<file path="src/rtl/uart_bus_arbiter_if.sv">
// UART core register bus: 4-bit address, active-low chip select and strobes,
// 8-bit write data towards the core and 8-bit read data back from it.
interface uart_bus_arbiter_if;
    logic [3:0] AddrBus_o;
    logic       n_ChipSelect_o;
    logic       n_rd_o;
    logic       n_we_o;
    logic [7:0] DataBus_o;
    logic [7:0] DataBus_i;

    // The arbiter drives the core bus.
    modport master (
        output AddrBus_o,
        output n_ChipSelect_o,
        output n_rd_o,
        output n_we_o,
        output DataBus_o,
        input  DataBus_i
    );

    // The UART core receives the bus and returns read data.
    modport slave (
        input  AddrBus_o,
        input  n_ChipSelect_o,
        input  n_rd_o,
        input  n_we_o,
        input  DataBus_o,
        output DataBus_i
    );
endinterface

</file>
<file path="src/rtl/uart_bus_arbiter.sv">
// Two-requester round-robin arbiter for the UART core register bus.
// Each granted access runs SETUP -> STROBE -> DONE and issues exactly one
// active-low read or write strobe, so FIFO side effects fire once per access.
// Every output is registered; outputs are computed from the next state.
module uart_bus_arbiter #(
    parameter int SETUP_CYC  = 1,
    parameter int STROBE_CYC = 2
) (
    input  logic       clk,
    input  logic       rst,
    input  logic       req0_i,
    input  logic       we0_i,
    input  logic [3:0] addr0_i,
    input  logic [7:0] wdata0_i,
    output logic       ack0_o,
    output logic [7:0] rdata0_o,
    input  logic       req1_i,
    input  logic       we1_i,
    input  logic [3:0] addr1_i,
    input  logic [7:0] wdata1_i,
    output logic       ack1_o,
    output logic [7:0] rdata1_o,
    uart_bus_arbiter_if.master bus,
    output logic       busy_o,
    output logic       grant_o
);

    typedef enum logic [1:0] {
        ST_IDLE   = 2'd0,
        ST_SETUP  = 2'd1,
        ST_STROBE = 2'd2,
        ST_DONE   = 2'd3
    } state_t;

    // Phase counter reload values: count down to zero, then leave the state.
    localparam logic [3:0] SETUP_LD  = 4'(SETUP_CYC - 1);
    localparam logic [3:0] STROBE_LD = 4'(STROBE_CYC - 1);

    state_t     state_r, state_s;
    logic [3:0] cnt_r, cnt_s;
    logic       grant_r, grant_s;
    logic       last_grant_r;
    logic       we_r, we_s;
    logic [3:0] addr_r, addr_s;
    logic [7:0] wdata_r, wdata_s;
    logic       n_cs_r, n_rd_r, n_we_r;
    logic       ack0_r, ack1_r;
    logic [7:0] rdata0_r, rdata1_r;
    logic       busy_r;

    // Next-state logic: arbitration and input latching in IDLE, phase timing elsewhere.
    always_comb begin
        state_s = state_r;
        cnt_s   = cnt_r;
        grant_s = grant_r;
        we_s    = we_r;
        addr_s  = addr_r;
        wdata_s = wdata_r;
        case (state_r)
            ST_IDLE: begin
                if (req0_i || req1_i) begin
                    // Under contention the requester that did not go last wins.
                    if (req0_i && req1_i) begin
                        grant_s = ~last_grant_r;
                    end else begin
                        grant_s = req1_i;
                    end
                    if (grant_s) begin
                        we_s    = we1_i;
                        addr_s  = addr1_i;
                        wdata_s = wdata1_i;
                    end else begin
                        we_s    = we0_i;
                        addr_s  = addr0_i;
                        wdata_s = wdata0_i;
                    end
                    state_s = ST_SETUP;
                    cnt_s   = SETUP_LD;
                end else begin
                    state_s = ST_IDLE;
                end
            end
            ST_SETUP: begin
                if (cnt_r == 4'd0) begin
                    state_s = ST_STROBE;
                    cnt_s   = STROBE_LD;
                end else begin
                    cnt_s = cnt_r - 4'd1;
                end
            end
            ST_STROBE: begin
                if (cnt_r == 4'd0) begin
                    state_s = ST_DONE;
                    cnt_s   = 4'd0;
                end else begin
                    cnt_s = cnt_r - 4'd1;
                end
            end
            ST_DONE: begin
                state_s = ST_IDLE;
                cnt_s   = 4'd0;
            end
            default: begin
                state_s = ST_IDLE;
                cnt_s   = 4'd0;
            end
        endcase
    end

    // State, latched request and bus output registers; reset forces strobes and chip select high at once.
    always_ff @(posedge clk or negedge rst) begin
        if (!rst) begin
            state_r      <= ST_IDLE;
            cnt_r        <= 4'd0;
            grant_r      <= 1'b0;
            last_grant_r <= 1'b1;
            we_r         <= 1'b0;
            addr_r       <= 4'd0;
            wdata_r      <= 8'd0;
            n_cs_r       <= 1'b1;
            n_rd_r       <= 1'b1;
            n_we_r       <= 1'b1;
            ack0_r       <= 1'b0;
            ack1_r       <= 1'b0;
            busy_r       <= 1'b0;
        end else begin
            state_r <= state_s;
            cnt_r   <= cnt_s;
            grant_r <= grant_s;
            we_r    <= we_s;
            addr_r  <= addr_s;
            wdata_r <= wdata_s;
            n_cs_r  <= !((state_s == ST_SETUP) || (state_s == ST_STROBE));
            n_rd_r  <= !((state_s == ST_STROBE) && !we_s);
            n_we_r  <= !((state_s == ST_STROBE) && we_s);
            ack0_r  <= (state_s == ST_DONE) && !grant_s;
            ack1_r  <= (state_s == ST_DONE) && grant_s;
            busy_r  <= (state_s != ST_IDLE);
            if (state_r == ST_DONE) begin
                last_grant_r <= grant_r;
            end
        end
    end

    // Read data is captured at the edge that ends the last strobe cycle and held until the next read on that port.
    always_ff @(posedge clk or negedge rst) begin
        if (!rst) begin
            rdata0_r <= 8'd0;
            rdata1_r <= 8'd0;
        end else if ((state_r == ST_STROBE) && (cnt_r == 4'd0) && !we_r) begin
            if (grant_r) begin
                rdata1_r <= bus.DataBus_i;
            end else begin
                rdata0_r <= bus.DataBus_i;
            end
        end
    end

    assign bus.AddrBus_o      = addr_r;
    assign bus.DataBus_o      = wdata_r;
    assign bus.n_ChipSelect_o = n_cs_r;
    assign bus.n_rd_o         = n_rd_r;
    assign bus.n_we_o         = n_we_r;
    assign ack0_o             = ack0_r;
    assign ack1_o             = ack1_r;
    assign rdata0_o           = rdata0_r;
    assign rdata1_o           = rdata1_r;
    assign busy_o             = busy_r;
    assign grant_o            = grant_r;

endmodule

</file>
<file path="src/flat_wrapper.sv">
// flat-port wrapper written by rule: the top's interface ports become plain ports
module uart_bus_arbiter_flat 
#(
    parameter int SETUP_CYC  = 1,
    parameter int STROBE_CYC = 2
)
  (clk, rst, req0_i, we0_i, addr0_i, wdata0_i, ack0_o, rdata0_o, req1_i, we1_i, addr1_i, wdata1_i, ack1_o, rdata1_o, busy_o, grant_o, bus_AddrBus_o, bus_n_ChipSelect_o, bus_n_rd_o, bus_n_we_o, bus_DataBus_o, bus_DataBus_i);
  uart_bus_arbiter_if bus_i ();
  input  logic clk;
  input  logic rst;
  input  logic req0_i;
  input  logic we0_i;
  input  logic [3:0] addr0_i;
  input  logic [7:0] wdata0_i;
  output logic ack0_o;
  output logic [7:0] rdata0_o;
  input  logic req1_i;
  input  logic we1_i;
  input  logic [3:0] addr1_i;
  input  logic [7:0] wdata1_i;
  output logic ack1_o;
  output logic [7:0] rdata1_o;
  output logic busy_o;
  output logic grant_o;
  output wire logic [$bits(bus_i.AddrBus_o)-1:0] bus_AddrBus_o;
  output wire logic [$bits(bus_i.n_ChipSelect_o)-1:0] bus_n_ChipSelect_o;
  output wire logic [$bits(bus_i.n_rd_o)-1:0] bus_n_rd_o;
  output wire logic [$bits(bus_i.n_we_o)-1:0] bus_n_we_o;
  output wire logic [$bits(bus_i.DataBus_o)-1:0] bus_DataBus_o;
  input wire logic [$bits(bus_i.DataBus_i)-1:0] bus_DataBus_i;
  assign bus_AddrBus_o = bus_i.AddrBus_o;
  assign bus_n_ChipSelect_o = bus_i.n_ChipSelect_o;
  assign bus_n_rd_o = bus_i.n_rd_o;
  assign bus_n_we_o = bus_i.n_we_o;
  assign bus_DataBus_o = bus_i.DataBus_o;
  assign bus_i.DataBus_i = bus_DataBus_i;
  uart_bus_arbiter #(.SETUP_CYC(SETUP_CYC), .STROBE_CYC(STROBE_CYC)) u_core (.clk(clk), .rst(rst), .req0_i(req0_i), .we0_i(we0_i), .addr0_i(addr0_i), .wdata0_i(wdata0_i), .ack0_o(ack0_o), .rdata0_o(rdata0_o), .req1_i(req1_i), .we1_i(we1_i), .addr1_i(addr1_i), .wdata1_i(wdata1_i), .ack1_o(ack1_o), .rdata1_o(rdata1_o), .bus(bus_i), .busy_o(busy_o), .grant_o(grant_o));
endmodule
</file>
<file path="config.mk">
export PLATFORM = sky130hd
export DESIGN_NAME = uart_bus_arbiter_flat
export DESIGN_NICKNAME = d
export VERILOG_FILES = /design/src/rtl/uart_bus_arbiter_if.sv /design/src/rtl/uart_bus_arbiter.sv /design/src/flat_wrapper.sv
export SDC_FILE = /design/constraint.sdc
export NUM_CORES = 1
export LEC_CHECK = 0
export CAP_MARGIN = 20
export CORE_MARGIN = 2
export CORE_UTILIZATION = 47
export CTS_CLUSTER_DIAMETER = 150
export DETAILED_ROUTE_END_ITERATION = 8
export GPL_TIMING_DRIVEN = 1
export PLACE_DENSITY_LB_ADDON = 0.08
export SYNTH_ARGS = -nofsm -noshare
export SYNTH_HDL_FRONTEND = slang
export SYNTH_SLANG_ARGS = --single-unit
</file>
<file path="constraint.sdc">
create_clock -name clk -period 5.33 [get_ports clk]
set_input_delay 0.533 -clock clk [delete_from_list [all_inputs] [get_ports clk]]
set_output_delay 0.533 -clock clk [all_outputs]
set_load 0.01 [all_outputs]
</file>
==> summary.md <==
| Metric | Value |
|---|---|
| Gates resized, CTS repair | 0 |
| Placer Congestion | 0.870 |
| P&R area growth vs syn | 44.6% |
| Worst setup EP type | flip-flop |
| Max Cap Viol | 0 |
| Global Route Usage Sum | 19.7% |
| FILL cells | 291 |
| N_diodes | 0 |
| Root buf cell | clkbuf_8 |
| Slew margin rel. | 33.9% |
| Placed cell area | 2760 um^2 |
| Final core utilization | 71.3% |
| Fmax achieved | 432 MHz |
| WL final | 4410 um |
| GRT overflow | 0 |
| Core footprint | 4030 um^2 |
| Crit-path max FO | 8 |
| Post-route cell area | 2870 um^2 |
| Vias in the first global route | 1536 |
| Initial cell density of the core | 49.3% |
| Peak supply drop | 0.000264 V |
| CP cell instances | inv_1 > ha_1 > or3b_4 > nor4b_4 > mux2_2 |
| Port Buf Inserts | 72 |
| Status | finished clean |
| Endpoints failing hold | 0 |
| Post-CTS Hold Buffers | 0 |
| CP Class | reg2reg |
| Setup TNS | 0 ps |
| Drt drc | 0 |
| Clock period minus worst slack | 2320 ps |
| Reg clk slew, reported paths | 80 ps |
| Nets | 286 |
| Syn Inst Count | 162 |
| Die H | 69 um |
| Type of element launching the critical path | flip-flop |
| DR iter-0 viols | 76 |
| Post-synth top flop | dfrtp_1 |
| Die W | 69 um |
| Crit path DAT | 2500 ps |
| Final Max Slew Viols | 0 |
| # IOs | 73 |
| First-pass GRT wire length | 7420 um |
| Antenna viol nets, final | 0 |
| HPWL after DPL | 3330 um |
| Clock Sinks | 43 |
| Worst skew pair latency | 290 ps |
| Largest net degree at the start of global routing | 44 |
| Synthesized area per cell | 12.3 um^2 |
| CTS tree | yes |
| DIE AREA | 4760 um^2 |
| Worst hold path class | in2async |
| Synth warnings | 0 |
| RSZ-0062 raised after global routing | false |
| DR WL/cell | 15.2 um |
| Number of synthesized flops with an enable pin | 0 |
| WP data required | 5510 ps |
| Sequential-to-total area share from yosys stat | 54.4% |
| FFs w/ async S/R, synth | 100% |
| Share of layout cells above drive strength 1 | 15.5% |
| Yosys cell types | 37 |
| Slowest cell on crit path | nor4b_4 |
| Initial antenna violation count | 0 |
| Final period utilization | 43.5% |
| H-tree depth | 2 |
| Register bit count reported by yosys | 43 |
| Number of CTS-inserted buffers | 5 |
| Final Skew | 9.03 ps |
| Count of final setup violators | 0 |
| Slew @ Worst Pin | 986 ps |
| Leakage | 1.22 nW |
| Cell Area, Synth | 1990 um^2 |
| CTS max path bufs | 2 |
| Vias per cell | 5.17 |
| Synthesized Nets | 210 |
| First-pass DRT Iterations | 4 |
| P per Cell Area | 546 nW/um^2 |
| Crit-path max cell delay | 600 ps |
| Vias | 1495 |
| Min Hold Slack | 372 ps |
| Rows | 23 |
| Post-CTS Setup Bufs | 0 |
## cells in the mapped netlist (3+ instances only)
| library cell | instances | share of area, % |
|---|---|---|
| dfrtp_1 | 39 | 49 |
| inv_1 | 9 | 1.7 |
| clkbuf_1 | 3 | 0.57 |
| ha_1 | 10 | 6.3 |
| nand2_1 | 13 | 2.5 |
| o21ai_0 | 18 | 4.5 |
| mux2_2 | 17 | 9.6 |
| a21oi_1 | 3 | 0.76 |
| dfstp_2 | 4 | 5.3 |
| nor2_1 | 4 | 0.76 |
| mux2i_1 | 13 | 6.6 |
## registers in the layout (all words and copies together) (netlist names)
register,flops
u_core.bus.n_rd_o,1
u_core.ack0_o,1
u_core.bus.AddrBus_o,4
u_core.last_grant_r,1
u_core.busy_o,1
u_core.we_r,1
u_core.grant_o,1
u_core.rdata1_o,8
u_core.bus.n_we_o,1
u_core.ack1_o,1
u_core.bus.n_ChipSelect_o,1
u_core.bus.DataBus_o,8
u_core.cnt_r,4
u_core.state_r,2
u_core.rdata0_o,8
## critical path: cells and delay by family, from the launching register on
| family | cells | cell delay [ps] |
|---|---|---|
| flip-flops | 1 | 430 |
| AND/OR/NAND/NOR | 2 | 1030 |
| adder cells (fa/ha/maj) | 1 | 220 |
| multiplexers | 1 | 410 |
| buffers and inverters | 1 | 120 |
## worst paths after layout
kind                       slack [ps]  depth (start not counted)               startpoint                      end
max                              3010                          5          u_core.cnt_r[0]       u_core.rdata0_o[1]
max in group asynchronous        4380                          1                      rst       u_core.rdata0_o[2]
min in group clk                  480                          2  u_core.bus.AddrBus_o[2]  u_core.bus.AddrBus_o[2]
min reg2reg                       480                          2  u_core.bus.AddrBus_o[2]  u_core.bus.AddrBus_o[2]
max reg2reg                      3010                          5          u_core.cnt_r[0]       u_core.rdata0_o[1]
min                               370                          1                      rst       u_core.rdata0_o[6]
## where the power goes
| part | switching (mW) | internal, mW |
|---|---|---|
| combinational | 0.333 | 0.414 |
| clock | 0.108 | 0.139 |
| sequential | 0.0898 | 0.484 |
## through the flow
stage | std cells | total power [mW] | setup slack (ps)
after detailed placement | 281 | 1.33 | 2790
after global routing | 289 | 1.68 | 2790
after CTS | 289 | 1.59 | 3000
after global placement | 281 | 1.30 | 2880
after floorplan | 162 | 0.949 | 3320
final | 289 | 1.57 | 3010
## layer usage
metal  GRT usage [%]  up-vias  wire length, um
li1                -      733                -
met1            23.7      702             1850
met2            32.6       52             2200
met3            6.43        8              268
met4            8.06        0               85
met5               0        -                0
## layout make-up
| class | instances | area, um^2 | share of cell area [%] |
|---|---|---|---|
| clock buffers | 5 | 68.8 | 2.40 |
| clock inverters | 3 | 43.8 | 1.53 |
| inverters | 9 | 33.8 | 1.18 |
| multi-input cells | 106 | 858 | 29.9 |
| flip-flops and latches | 43 | 1080 | 37.6 |
| well taps | 50 | 62.6 | 2.18 |
| repair buffers | 73 | 723 | 25.2 |
## cells in the final DEF, fill, tap and decap left out, types with 2 or more instances in the layout
cell type        count
o21ai_0             17
nor2_1               4
dfstp_2              4
ha_1                10
a21o_1               2
mux2_2              17
a21oi_1              3
nand2_1             13
clkbuf_8             5
o31ai_1              2
mux2i_1             13
clkdlybuf4s50_1     71
inv_1                9
nand4b_1             2
dfrtp_1             39
## cells by family after synthesis
family | share of synthesized area, %
AO/OA/AOI/OAI | 10.9
AND/OR/NAND/NOR | 9.64
buffers and inverters | 2.52
adder cells (fa/ha/maj) | 6.30
flip-flops | 54.4
multiplexers | 16.2
(Power assumes the default switching activity.)
